$ cat config.mk
export PLATFORM = sky130hd
export DESIGN_NAME = ibram_arbiter_flat
export DESIGN_NICKNAME = d
export VERILOG_FILES = /design/src/rtl/ibram_arbiter_if.sv /design/src/rtl/ibram_arbiter.sv /design/src/flat_wrapper.sv
export SDC_FILE = /design/constraint.sdc
export NUM_CORES = 1
export LEC_CHECK = 0
export ABC_CLOCK_PERIOD_IN_PS = 1710
export BUFFER_PORTS_ARGS = -buffer_cell sky130_fd_sc_hd__buf_2
export CAP_MARGIN = 25
export CORE_MARGIN = 4
export CORE_UTILIZATION = 46
export DETAILED_ROUTE_END_ITERATION = 8
export HOLD_SLACK_MARGIN = 0.05
export PLACE_DENSITY = 0.82
export SETUP_SLACK_MARGIN = 0.05
export SLEW_MARGIN = 20
export SYNTH_ARGS = -nofsm -noshare
export SYNTH_HDL_FRONTEND = slang
export SYNTH_SLANG_ARGS = --single-unit
$ cat constraint.sdc
create_clock -name clk -period 1.71 [get_ports clk]
set_input_delay 0.2565 -clock clk [delete_from_list [all_inputs] [get_ports clk]]
set_output_delay 0.2565 -clock clk [all_outputs]
set_load 0.005 [all_outputs]
$ cat src/rtl/ibram_arbiter_if.sv
// rtl/ibram_arbiter_if.sv - fetch/BRAM signal bundle for the dual-core instruction BRAM arbiter
//
// Purpose: groups both fetch sub-unit handshakes and the shared BRAM port.
// Modports:
//   slave  - arbiter view: takes fetch requests and BRAM read data, drives
//            ready/data_valid/data_out and the BRAM control lines.
//   master - environment view: fetch units plus BRAM, the mirror of slave.
// Signals:
//   fetchK_new_request, fetchK_addr, fetchK_flush  (fetch -> arbiter)
//   fetchK_ready, fetchK_data_valid, fetchK_data_out (arbiter -> fetch)
//   bram_en, bram_addr, bram_be, bram_data_in (arbiter -> BRAM)
//   bram_data_out (BRAM -> arbiter, one cycle after bram_en)
interface ibram_arbiter_if #(
  parameter int ADDR_W = 30,
  parameter int DATA_W = 32
);
  logic              fetch0_new_request;
  logic [ADDR_W-1:0] fetch0_addr;
  logic              fetch0_flush;
  logic              fetch0_ready;
  logic              fetch0_data_valid;
  logic [DATA_W-1:0] fetch0_data_out;

  logic              fetch1_new_request;
  logic [ADDR_W-1:0] fetch1_addr;
  logic              fetch1_flush;
  logic              fetch1_ready;
  logic              fetch1_data_valid;
  logic [DATA_W-1:0] fetch1_data_out;

  logic                bram_en;
  logic [ADDR_W-1:0]   bram_addr;
  logic [DATA_W/8-1:0] bram_be;
  logic [DATA_W-1:0]   bram_data_in;
  logic [DATA_W-1:0]   bram_data_out;

  modport slave (
    input  fetch0_new_request, fetch0_addr, fetch0_flush,
    input  fetch1_new_request, fetch1_addr, fetch1_flush,
    input  bram_data_out,
    output fetch0_ready, fetch0_data_valid, fetch0_data_out,
    output fetch1_ready, fetch1_data_valid, fetch1_data_out,
    output bram_en, bram_addr, bram_be, bram_data_in
  );

  modport master (
    output fetch0_new_request, fetch0_addr, fetch0_flush,
    output fetch1_new_request, fetch1_addr, fetch1_flush,
    output bram_data_out,
    input  fetch0_ready, fetch0_data_valid, fetch0_data_out,
    input  fetch1_ready, fetch1_data_valid, fetch1_data_out,
    input  bram_en, bram_addr, bram_be, bram_data_in
  );
endinterface

$ cat src/rtl/ibram_arbiter.sv
// rtl/ibram_arbiter.sv - round-robin share of one single-port instruction BRAM between two fetch units
//
// Purpose: two fetch sub-units read one BRAM. Same-cycle collisions are
// resolved round-robin; the loser is parked in a one-entry holding register
// and is granted the following cycle, so read latency is at most two cycles.
// Ports:
//   clk  - single clock, rising edge.
//   rst  - synchronous reset, active low (0 = reset).
//   bus  - ibram_arbiter_if.slave: both fetch handshakes and the BRAM port.
//   conflict_count, stall0_count, stall1_count - 32-bit wrapping event
//          counters, present only when IBRAM_ARB_PERF_EN is defined.
// Optional feature macro: IBRAM_ARB_PERF_EN.
module ibram_arbiter #(
  parameter int ADDR_W = 30,
  parameter int DATA_W = 32
) (
  input  logic                clk,
  input  logic                rst,
  ibram_arbiter_if.slave      bus
`ifdef IBRAM_ARB_PERF_EN
  ,
  output logic [31:0]         conflict_count,
  output logic [31:0]         stall0_count,
  output logic [31:0]         stall1_count
`endif
);

  logic [1:0]        new_req;
  logic [1:0]        flush;
  logic [ADDR_W-1:0] in_addr     [2];

  logic [1:0]        req;
  logic [1:0]        grant;
  logic [ADDR_W-1:0] cand_addr   [2];

  logic [1:0]        pend_q, pend_d;
  logic [ADDR_W-1:0] pend_addr_q [2];
  logic [ADDR_W-1:0] pend_addr_d [2];
  logic [1:0]        rvalid_q, rvalid_d;
  // 1 = port 1 was granted most recently, so port 0 wins the next collision.
  logic              last_grant_q, last_grant_d;

  always_comb begin
    new_req    = {bus.fetch1_new_request, bus.fetch0_new_request};
    flush      = {bus.fetch1_flush, bus.fetch0_flush};
    in_addr[0] = bus.fetch0_addr;
    in_addr[1] = bus.fetch1_addr;
  end

  // A parked request takes priority over the port's live inputs; a new
  // request raised while parked (ready low) is simply ignored. Flush masks
  // both the live and the parked request for this cycle.
  always_comb begin
    req  = '0;
    for (int k = 0; k < 2; k++) begin
      req[k]       = ~flush[k] & (pend_q[k] | new_req[k]);
      cand_addr[k] = pend_q[k] ? pend_addr_q[k] : in_addr[k];
    end
    grant    = '0;
    grant[0] = req[0] & (~req[1] |  last_grant_q);
    grant[1] = req[1] & (~req[0] | ~last_grant_q);
  end

  always_comb begin
    pend_d       = pend_q;
    pend_addr_d  = pend_addr_q;
    rvalid_d     = '0;
    last_grant_d = last_grant_q;

    if (grant[1]) begin
      last_grant_d = 1'b1;
    end else if (grant[0]) begin
      last_grant_d = 1'b0;
    end

    for (int k = 0; k < 2; k++) begin
      rvalid_d[k] = grant[k] & ~flush[k];
      if (flush[k]) begin
        pend_d[k] = 1'b0;
      end else if (pend_q[k]) begin
        if (grant[k]) begin
          pend_d[k] = 1'b0;
        end
      end else if (req[k] && !grant[k]) begin
        // Accepted new request lost the collision: park it.
        pend_d[k]      = 1'b1;
        pend_addr_d[k] = in_addr[k];
      end
    end
  end

  always_ff @(posedge clk) begin
    if (!rst) begin
      pend_q       <= '0;
      rvalid_q     <= '0;
      last_grant_q <= 1'b1;
      for (int k = 0; k < 2; k++) begin
        pend_addr_q[k] <= '0;
      end
    end else begin
      pend_q       <= pend_d;
      rvalid_q     <= rvalid_d;
      last_grant_q <= last_grant_d;
      for (int k = 0; k < 2; k++) begin
        pend_addr_q[k] <= pend_addr_d[k];
      end
    end
  end

  assign bus.bram_en      = |grant;
  assign bus.bram_addr    = grant[1] ? cand_addr[1] : cand_addr[0];
  assign bus.bram_be      = '0;
  assign bus.bram_data_in = '0;

  assign bus.fetch0_ready = ~pend_q[0];
  assign bus.fetch1_ready = ~pend_q[1];

  // A flush in the response cycle discards the read that is already in flight.
  assign bus.fetch0_data_valid = rvalid_q[0] & ~flush[0];
  assign bus.fetch1_data_valid = rvalid_q[1] & ~flush[1];
  assign bus.fetch0_data_out   = bus.bram_data_out;
  assign bus.fetch1_data_out   = bus.bram_data_out;

`ifdef IBRAM_ARB_PERF_EN
  logic [31:0] conflict_q, conflict_d;
  logic [31:0] stall0_q, stall0_d;
  logic [31:0] stall1_q, stall1_d;

  always_comb begin
    conflict_d = conflict_q + {31'd0, &req};
    stall0_d   = stall0_q + {31'd0, pend_q[0]};
    stall1_d   = stall1_q + {31'd0, pend_q[1]};
  end

  always_ff @(posedge clk) begin
    if (!rst) begin
      conflict_q <= '0;
      stall0_q   <= '0;
      stall1_q   <= '0;
    end else begin
      conflict_q <= conflict_d;
      stall0_q   <= stall0_d;
      stall1_q   <= stall1_d;
    end
  end

  assign conflict_count = conflict_q;
  assign stall0_count   = stall0_q;
  assign stall1_count   = stall1_q;
`endif

endmodule

$ cat src/flat_wrapper.sv
// flat-port wrapper written by rule: the top's interface ports become plain ports
module ibram_arbiter_flat 
#(
  parameter int ADDR_W = 30,
  parameter int DATA_W = 32
)
  (clk, rst, bus_fetch0_new_request, bus_fetch0_addr, bus_fetch0_flush, bus_fetch1_new_request, bus_fetch1_addr, bus_fetch1_flush, bus_bram_data_out, bus_fetch0_ready, bus_fetch0_data_valid, bus_fetch0_data_out, bus_fetch1_ready, bus_fetch1_data_valid, bus_fetch1_data_out, bus_bram_en, bus_bram_addr, bus_bram_be, bus_bram_data_in);
  ibram_arbiter_if #(.ADDR_W(ADDR_W), .DATA_W(DATA_W)) bus_i ();
  input  logic clk;
  input  logic rst;
  input wire logic [$bits(bus_i.fetch0_new_request)-1:0] bus_fetch0_new_request;
  input wire logic [$bits(bus_i.fetch0_addr)-1:0] bus_fetch0_addr;
  input wire logic [$bits(bus_i.fetch0_flush)-1:0] bus_fetch0_flush;
  input wire logic [$bits(bus_i.fetch1_new_request)-1:0] bus_fetch1_new_request;
  input wire logic [$bits(bus_i.fetch1_addr)-1:0] bus_fetch1_addr;
  input wire logic [$bits(bus_i.fetch1_flush)-1:0] bus_fetch1_flush;
  input wire logic [$bits(bus_i.bram_data_out)-1:0] bus_bram_data_out;
  output wire logic [$bits(bus_i.fetch0_ready)-1:0] bus_fetch0_ready;
  output wire logic [$bits(bus_i.fetch0_data_valid)-1:0] bus_fetch0_data_valid;
  output wire logic [$bits(bus_i.fetch0_data_out)-1:0] bus_fetch0_data_out;
  output wire logic [$bits(bus_i.fetch1_ready)-1:0] bus_fetch1_ready;
  output wire logic [$bits(bus_i.fetch1_data_valid)-1:0] bus_fetch1_data_valid;
  output wire logic [$bits(bus_i.fetch1_data_out)-1:0] bus_fetch1_data_out;
  output wire logic [$bits(bus_i.bram_en)-1:0] bus_bram_en;
  output wire logic [$bits(bus_i.bram_addr)-1:0] bus_bram_addr;
  output wire logic [$bits(bus_i.bram_be)-1:0] bus_bram_be;
  output wire logic [$bits(bus_i.bram_data_in)-1:0] bus_bram_data_in;
  assign bus_i.fetch0_new_request = bus_fetch0_new_request;
  assign bus_i.fetch0_addr = bus_fetch0_addr;
  assign bus_i.fetch0_flush = bus_fetch0_flush;
  assign bus_i.fetch1_new_request = bus_fetch1_new_request;
  assign bus_i.fetch1_addr = bus_fetch1_addr;
  assign bus_i.fetch1_flush = bus_fetch1_flush;
  assign bus_i.bram_data_out = bus_bram_data_out;
  assign bus_fetch0_ready = bus_i.fetch0_ready;
  assign bus_fetch0_data_valid = bus_i.fetch0_data_valid;
  assign bus_fetch0_data_out = bus_i.fetch0_data_out;
  assign bus_fetch1_ready = bus_i.fetch1_ready;
  assign bus_fetch1_data_valid = bus_i.fetch1_data_valid;
  assign bus_fetch1_data_out = bus_i.fetch1_data_out;
  assign bus_bram_en = bus_i.bram_en;
  assign bus_bram_addr = bus_i.bram_addr;
  assign bus_bram_be = bus_i.bram_be;
  assign bus_bram_data_in = bus_i.bram_data_in;
  ibram_arbiter #(.ADDR_W(ADDR_W), .DATA_W(DATA_W)) u_core (.clk(clk), .rst(rst), .bus(bus_i));
endmodule
# Word level (Yosys, flattened, before mapping)
# Cells that the tools add are included.
totals:
  regBits: 65
  input_bits: 98
  out_inout_bits: 135
  elab_cells: 45
op_classes:
  mux: 9
  bitwise: 20
  n_reduce_logical: 10
ops:
  columns: ["cell", "n"]
  rows:
  - ["$mux 30", 3]
  - ["$and 1x1->1", 8]
  - ["$not 1->1", 8]
  - ["$reduce_or 2->1", 4]
  - ["$mux 1", 6]
  - ["$reduce_and 3->1", 2]
  - ["$or 1x1->1", 4]
  - ["$logic_and 1x1->1", 2]
  - ["$logic_not 1->1", 2]

# Logic depth before layout (Yosys ltp)
# Gate-level depths: netlist of run 1.
depth:
  word_depth: 9
  ltp_mapped: 6
  depth_no_buf: 3

# Worst setup path after synthesis of run 1
# OpenSTA, ideal clock, no wires.
synth_path:
  path_kind: "reg-to-output"
  start: "reg with a tool-made name"
  end: "out bus_bram_addr[0]"
  arrival_ns: 1.232
  t_required_ns: 1.454
  path_slack_ns: 0.222
  path_stages_with_launch: 6
  cell_sequence: "dfxtp_1 -> buf_6 -> o21ba_4 -> a21oi_2 -> buf_4 -> mux2i_1"
synth_lines:
  columns: ["element", "line", "source"]
  rows:
  - ["end, declared", "flat_wrapper.sv:25", "output wire logic [$bits(bus_i.bram_addr)-1:0] bus_bram_addr;"]

==> run summary, run 1 <==
Worst-path cell chain: o21ba_4 -> a21oi_4 -> buf_4 -> buf_12 -> mux2i_2 -> buf_2
First-pass GRT wire length: 15,700 µm
Port Buf Inserts: 100
Diode count: 0
Period utilization: 113%
Starting Density: 47.3%
Synth Area in Adders: 0%
DP HPWL: 6920 µm
Core Footprint: 9240 µm²
Compound-Gate Fraction of Synth Area: 1.58%
RSZ-0062 raised after global routing: true
Worst path arrival time: 1680 ps
Via Count: 3,165
Global Route Usage Sum: 17.3%
Drt drc: 0
Post-synth EDFFs: 0
Leakage power: 0.00186 µW
#FFs+latches synth: 65
Avg Inst Size Synth: 8.90 µm²
Clock Sinks: 65
Post-synth ARST share: 0%
Status: finished with violations
Total Wirelength: 9690 µm
Hold crit path type: input pin to flip-flop
Wire per inst: 14.8 µm
Drt via density: 4.82
Hold path start: bus_fetch1_addr[18]
Synth Warn #: 0
CTS buffer count: 9
Die X: 105 µm
Post-CTS Hold Fix Bufs: 0
Maximum VDD drop: 0.000424 V
Final Skew: 4.78 ps
Cell area after synthesis: 4370 µm²
Largest family of logic cells by synthesized area: multiplexers
Pins Over Slew Limit: 0
Pre-Repair DR Iteration Count: 4
GPL Wtd Cong: 0.723
Mux contribution to synthesized area: 34.6%
Kind of critical path: flip-flop to primary output
Violated checks: setup timing
CP Data Required Time: 1450 ps
Post-layout utilization of the core: 51.1%
Grt ovf: 0
Worst Hold Slack: 177 ps
Critical-path maximum fanout: 9
Critical path's top delay family: buffers and inverters
Post-Place Worst Slack: 33.4 ps
Slowest cell on crit path: dfxtp_2
Layout cells sized above 1: 27.3%
P&R area growth vs syn: 8.19%
CTS clk-pin slew, worst paths: 70 ps
Post-Synth XOR/XNOR Area: 0%
F_max: 517 MHz
I/O pin count: 233
Critical path launch point type: flip-flop
Final worst-path setup slack: -225 ps
Number of distinct library cells after synthesis: 23
Number of global-route vias before repair: 3,280
Crit end category: primary output
Delay of the slowest critical-path stage: 330 ps
Initial antenna violation count: 0
Largest net degree at the start of global routing: 53
CTS tree: done
Max Buffers Root-to-Sink: 2
Layout Nets: 621
Synth Flop Type: dfxtp_1
Clk root buf: clkbuf_8
Final antenna-violating net count: 0
Number of core rows: 35
PD cells: 717 nW/µm²
Number of max-cap violations: 0
Setup TNS Final: -4250 ps
Die height: 105 µm
Final min period: 1930 ps
DR iter-0 viols: 70
Count leader, synth: mux2i_1
Final Setup Violations: 30
Final hold viol count: 0
Synth Area in Simple Gates: 12.1%
Top cells by count, synth: mux2i_1 (151), nand2_1 (124), buf_4 (106)
H-tree Lvls: 3
Post-synthesis cell count: 491
Synth area leader: mux2i_1
Fillcell total: 831
Post-synthesis sequential area ratio: 29.8%
Post-synth top area share: 34.6%
Synth area leaders: mux2i_1 (35%), dfxtp_1 (30%), buf_4 (18%), nand2_1 (11%), buf_6 (1.3%)
Worst skew pair latency: 330 ps
Die ar.: 11,100 µm²
WP buf/inv: 3
## final cells by class
type,count,area [µm²],share of cell area (%)
Sequential cell,65,1310,27.6
Inverter,2,7.51,0.159
Clock inverter,3,40.0,0.847
Clock buffer,12,155,3.28
Timing Repair Buffer,119,781,16.5
Tap cell,129,161,3.42
Multi-Input combinational cell,326,2270,48.1
## cells in the final DEF, fill, tap and decap left out
cell       instances
mux2i_1          150
nand2_1          124
buf_2             99
dfxtp_1           63
conb_1            36
clkbuf_8          11
buf_12             8
buf_4              7
buf_6              4
o21bai_4           2
inv_2              2
nor2b_1            2
nor2_1             2
clkinv_2           2
o21ba_4            1
a21oi_4            1
mux2i_2            1
nand2b_1           1
nor4_4             1
and4_4             1
o21ba_1            1
nor3_1             1
o211a_1            1
a21oi_1            1
dfxtp_2            1
dfxtp_4            1
clkbuf_1           1
bufinv_16          1
buf_16             1
## metal layers
layer | wire length, µm | share of wire (%) | track usage [%] | up-vias
met5 | 0 | 0 | 0 | -
met4 | 144 | 1.5 | 5.53 | 0
met3 | 695 | 7.2 | 3.98 | 29
met2 | 5040 | 52 | 31.6 | 105
met1 | 3810 | 39 | 19.7 | 1490
li1 | - | - | - | 1541
## timing repair
item | 4_1_cts | 5_1_grt
buffers inserted | 5 | 2
setup endpoints to repair | 31 | 35
gates cloned | 2 | 0
gates resized for setup | 9 | 2
pin swaps | 2 | 2
## cell families after synthesis
family | Yosys count
AND/OR/NAND/NOR | 132
other | 1
buffers and inverters | 135
flip-flops | 65
multiplexers | 151
AO/OA/AOI/OAI | 7
## stage by stage
step                total power (µW)  instance area [µm²]  cells
floorplan                       2040                 4500    526
global placement                2060                 4410    633
detailed placement              2080                 4410    633
CTS                             3450                 4730    655
global route                    3570                 4730    656
finish                          3390                 4730    656
## state kept, by name (all words and copies together) (netlist names), named ones only
signal,cells
u_core.last_grant_q,1
u_core.pend_addr_q,60
u_core.rvalid_q,2
## tightest hold or removal path, cell delays in order
cell	delay (ps)
buf_2	100
nand2_1	50
mux2i_1	50
## worst paths after layout
check	end	slack, ps	depth (start not counted)
setup / recovery	bus_bram_addr[7]	-220	6
hold / removal	u_core.pend_addr_q[18]	180	3
setup reg to reg	u_core.pend_addr_q[59]	220	5
hold reg to reg	u_core.pend_addr_q[18]	460	2
## power breakdown
| group | switching, µW | total (µW) | internal, µW |
|---|---|---|---|
| clock | 569 | 1310 | 742 |
| sequential | 15.8 | 1550 | 1530 |
| combinational | 271 | 528 | 257 |
Power figures use the tool's default switching activity.
==> inputs of run 2 (changes only) <==
Settings changed: SETUP_SLACK_MARGIN 0.05 to 0.02.
==> run 2 against run 1 <==
Compared with the run above:
- the run still ends with setup timing left
- sequential power barely moved
- cell count decreased by 0.30%
- critical path depth did not move
- die area unchanged
- sequential cell count unchanged
- register-to-register slack worse by 110 ps
- critical endpoint unchanged
- highest routed layer unchanged
==> run summary, run 2 (synthesis gave the netlist of run 1 again) <==
Status: finished with violations
Violated checks: setup timing
Clock Sinks: 65 (unchanged)
P&R area growth vs syn: 7.85%
Port Buf Inserts: 100 (unchanged)
Slowest cell on crit path: dfxtp_2
Total Wirelength: 9640 µm (-0.49%)
Initial antenna violation count: 0 (unchanged)
Critical path launch point type: flip-flop
Number of max-cap violations: 0 (unchanged)
Hold path start: bus_fetch1_addr[18]
Die X: 105 µm (unchanged)
First-pass GRT wire length: 15,700 µm (unchanged)
Core Footprint: 9240 µm² (unchanged)
Hold crit path type: input pin to flip-flop
Post-route insts no fill: 654 (-0.30%)
H-tree Lvls: 3 (unchanged)
Die height: 105 µm (unchanged)
Clk root buf: clkbuf_8
Pins Over Slew Limit: 0 (unchanged)
Top reg by flops: u_core.pend_addr_q
Leakage power: 0.00186 µW (-0.48%)
Worst path arrival time: 1680 ps (about the same)
GPL Wtd Cong: 0.723 (unchanged)
Crit Reg-Reg Endpoint: u_core.pend_addr_q[59]
R2r setup slk: 110 ps (-110 ps)
Most common cell after layout, fill and taps aside: mux2i_1
Grt ovf: 0 (unchanged)
Number of global-route vias before repair: 3,280 (unchanged)
DR iter-0 viols: 75 (+7.1%)
CTS buffer count: 9 (unchanged)
Final hold viol count: 0 (unchanged)
DP HPWL: 6920 µm (unchanged)
Final min period: 1940 ps (+1.89 ps)
Critical-path maximum fanout: 9 (unchanged)
CP Data Required Time: 1450 ps (about the same)
Cells after DPL: 633 (unchanged)
Wire per inst: 14.7 µm (-0.18%)
Worst-path cell chain: o21ba_4 -> a21oi_4 -> buf_4 -> buf_12 -> mux2i_2 -> buf_2
Final Setup Violations: 30 (unchanged)
Drt via density: 4.82 (-0.11%)
Delay of the slowest critical-path stage: 330 ps (about the same)
Hold endpoint: u_core.pend_addr_q[18]
Biggest regs: u_core.pend_addr_q x60, u_core.rvalid_q x2, u_core.last_grant_q x1
Max FFs per register: 60 (unchanged)
WP buf/inv: 3 (unchanged)
Layout Nets: 619 (-0.32%)
Commonest non-fill, non-tap cells in the layout: mux2i_1 (150), nand2_1 (124), buf_2 (99), dfxtp_1 (63), conb_1 (36)
I/O pin count: 233 (unchanged)
CTS tree: done
Critical path's top delay family: buffers and inverters
Layout cells sized above 1: 27.0% (-0.28 points)
F_max: 516 MHz (about the same)
Final worst-path setup slack: -227 ps (-1.89 ps)
Via Count: 3,152 (-0.41%)
Crit end category: primary output
Number of core rows: 35 (unchanged)
Kind of critical path: flip-flop to primary output
Pre-Repair DR Iteration Count: 4 (unchanged)
Max Buffers Root-to-Sink: 2 (unchanged)
Drt drc: 0 (unchanged)
Diode count: 0 (unchanged)
Worst skew pair latency: 330 ps (about the same)
Post-Place Worst Slack: 33.4 ps (unchanged)
CTS clk-pin slew, worst paths: 70 ps (about the same)
Post-CTS Hold Fix Bufs: 0 (unchanged)
Die ar.: 11,100 µm² (unchanged)
Global Route Usage Sum: 17.3% (unchanged)
Largest net degree at the start of global routing: 53 (unchanged)
Final antenna-violating net count: 0 (unchanged)
Reg2Reg Depth: 5 (unchanged)
WHS Path Cells: 3 (unchanged)
Period utilization: 113% (about the same)
Starting Density: 47.3% (unchanged)
RSZ-0062 raised after global routing: true
Maximum VDD drop: 0.000424 V (-0.11%)
PD cells: 719 nW/µm² (+0.30%)
Final Skew: 4.76 ps (-0.0250 ps)
[run 2: changes by cell type in the layout (fill, tap and decap cells not counted), sizes merged]
cell  change
buf       -2
[run 2: per-stage QoR]
| step | setup TNS [ps] | utilization (%) | total power (µW) | hold WS [ps] | area (µm²) |
|---|---|---|---|---|---|
| after global placement | 0 | 47.7 | 2060 | 441 | 4410 |
| after floorplan | 0 | - | 2040 | 399 | 4500 |
| after global routing | -7060 | 51.0 | 3570 | 169 | 4710 |
| final | -4340 | 51.0 | 3390 | 178 | 4710 |
| after CTS | -5180 | 51.2 | 3450 | 161 | 4730 |
| after detailed placement | 0 | 47.7 | 2080 | 451 | 4410 |
[run 2: layout make-up]
type | instances | area [µm²]
fillers | 835 | 4530
multi-input cells | 326 | 2270
flip-flops and latches | 65 | 1310
repair buffers | 117 | 766
well taps | 129 | 161
clock buffers | 12 | 155
clock inverters | 3 | 40.0
inverters | 2 | 7.51
[run 2: worst max-delay path by stage]
stage / start / depth (start not counted) / slack (ps) / end
after floorplan: flip-flop / 5 / 220 / bus_bram_addr[0]
after CTS: flip-flop / 6 / -220 / bus_bram_addr[7]
after global routing: flip-flop / 6 / -290 / bus_bram_addr[7]
after detailed placement: bus_fetch1_flush / 6 / 30 / bus_bram_addr[7]
after global placement: bus_fetch1_flush / 6 / 110 / bus_bram_addr[19]
final: flip-flop / 6 / -230 / bus_bram_addr[7]
[run 2: report_power, final]
| group | switching, µW | internal [µW] | total, µW |
|---|---|---|---|
| clock network | 573 | 742 | 1310 |
| registers | 15.9 | 1530 | 1550 |
| logic | 270 | 254 | 524 |
[run 2: worst reg2reg max path: cells and delay by family (launching register included)]
family                 cells  cell delay, ps
buffers and inverters      3             560
flip-flops                 1             330
AND/OR/NAND/NOR            1             420
multiplexers               1             230
[run 2: repair_timing]
action                                  4_1_cts  5_1_grt
cloned                                        2        0
resized for setup                             9        2
endpoints found under the hold margin         0        0
pin swaps                                     2        1
buffers inserted                              5        0
endpoints found under the setup margin       31       31
[run 2: per-layer routing]
metal | up-vias | track usage, % | routed length (µm)
met5 | - | 0 | 0
met4 | 0 | 5.53 | 147
met3 | 30 | 3.98 | 632
met2 | 104 | 31.6 | 5010
met1 | 1481 | 19.7 | 3850
li1 | 1537 | - | -
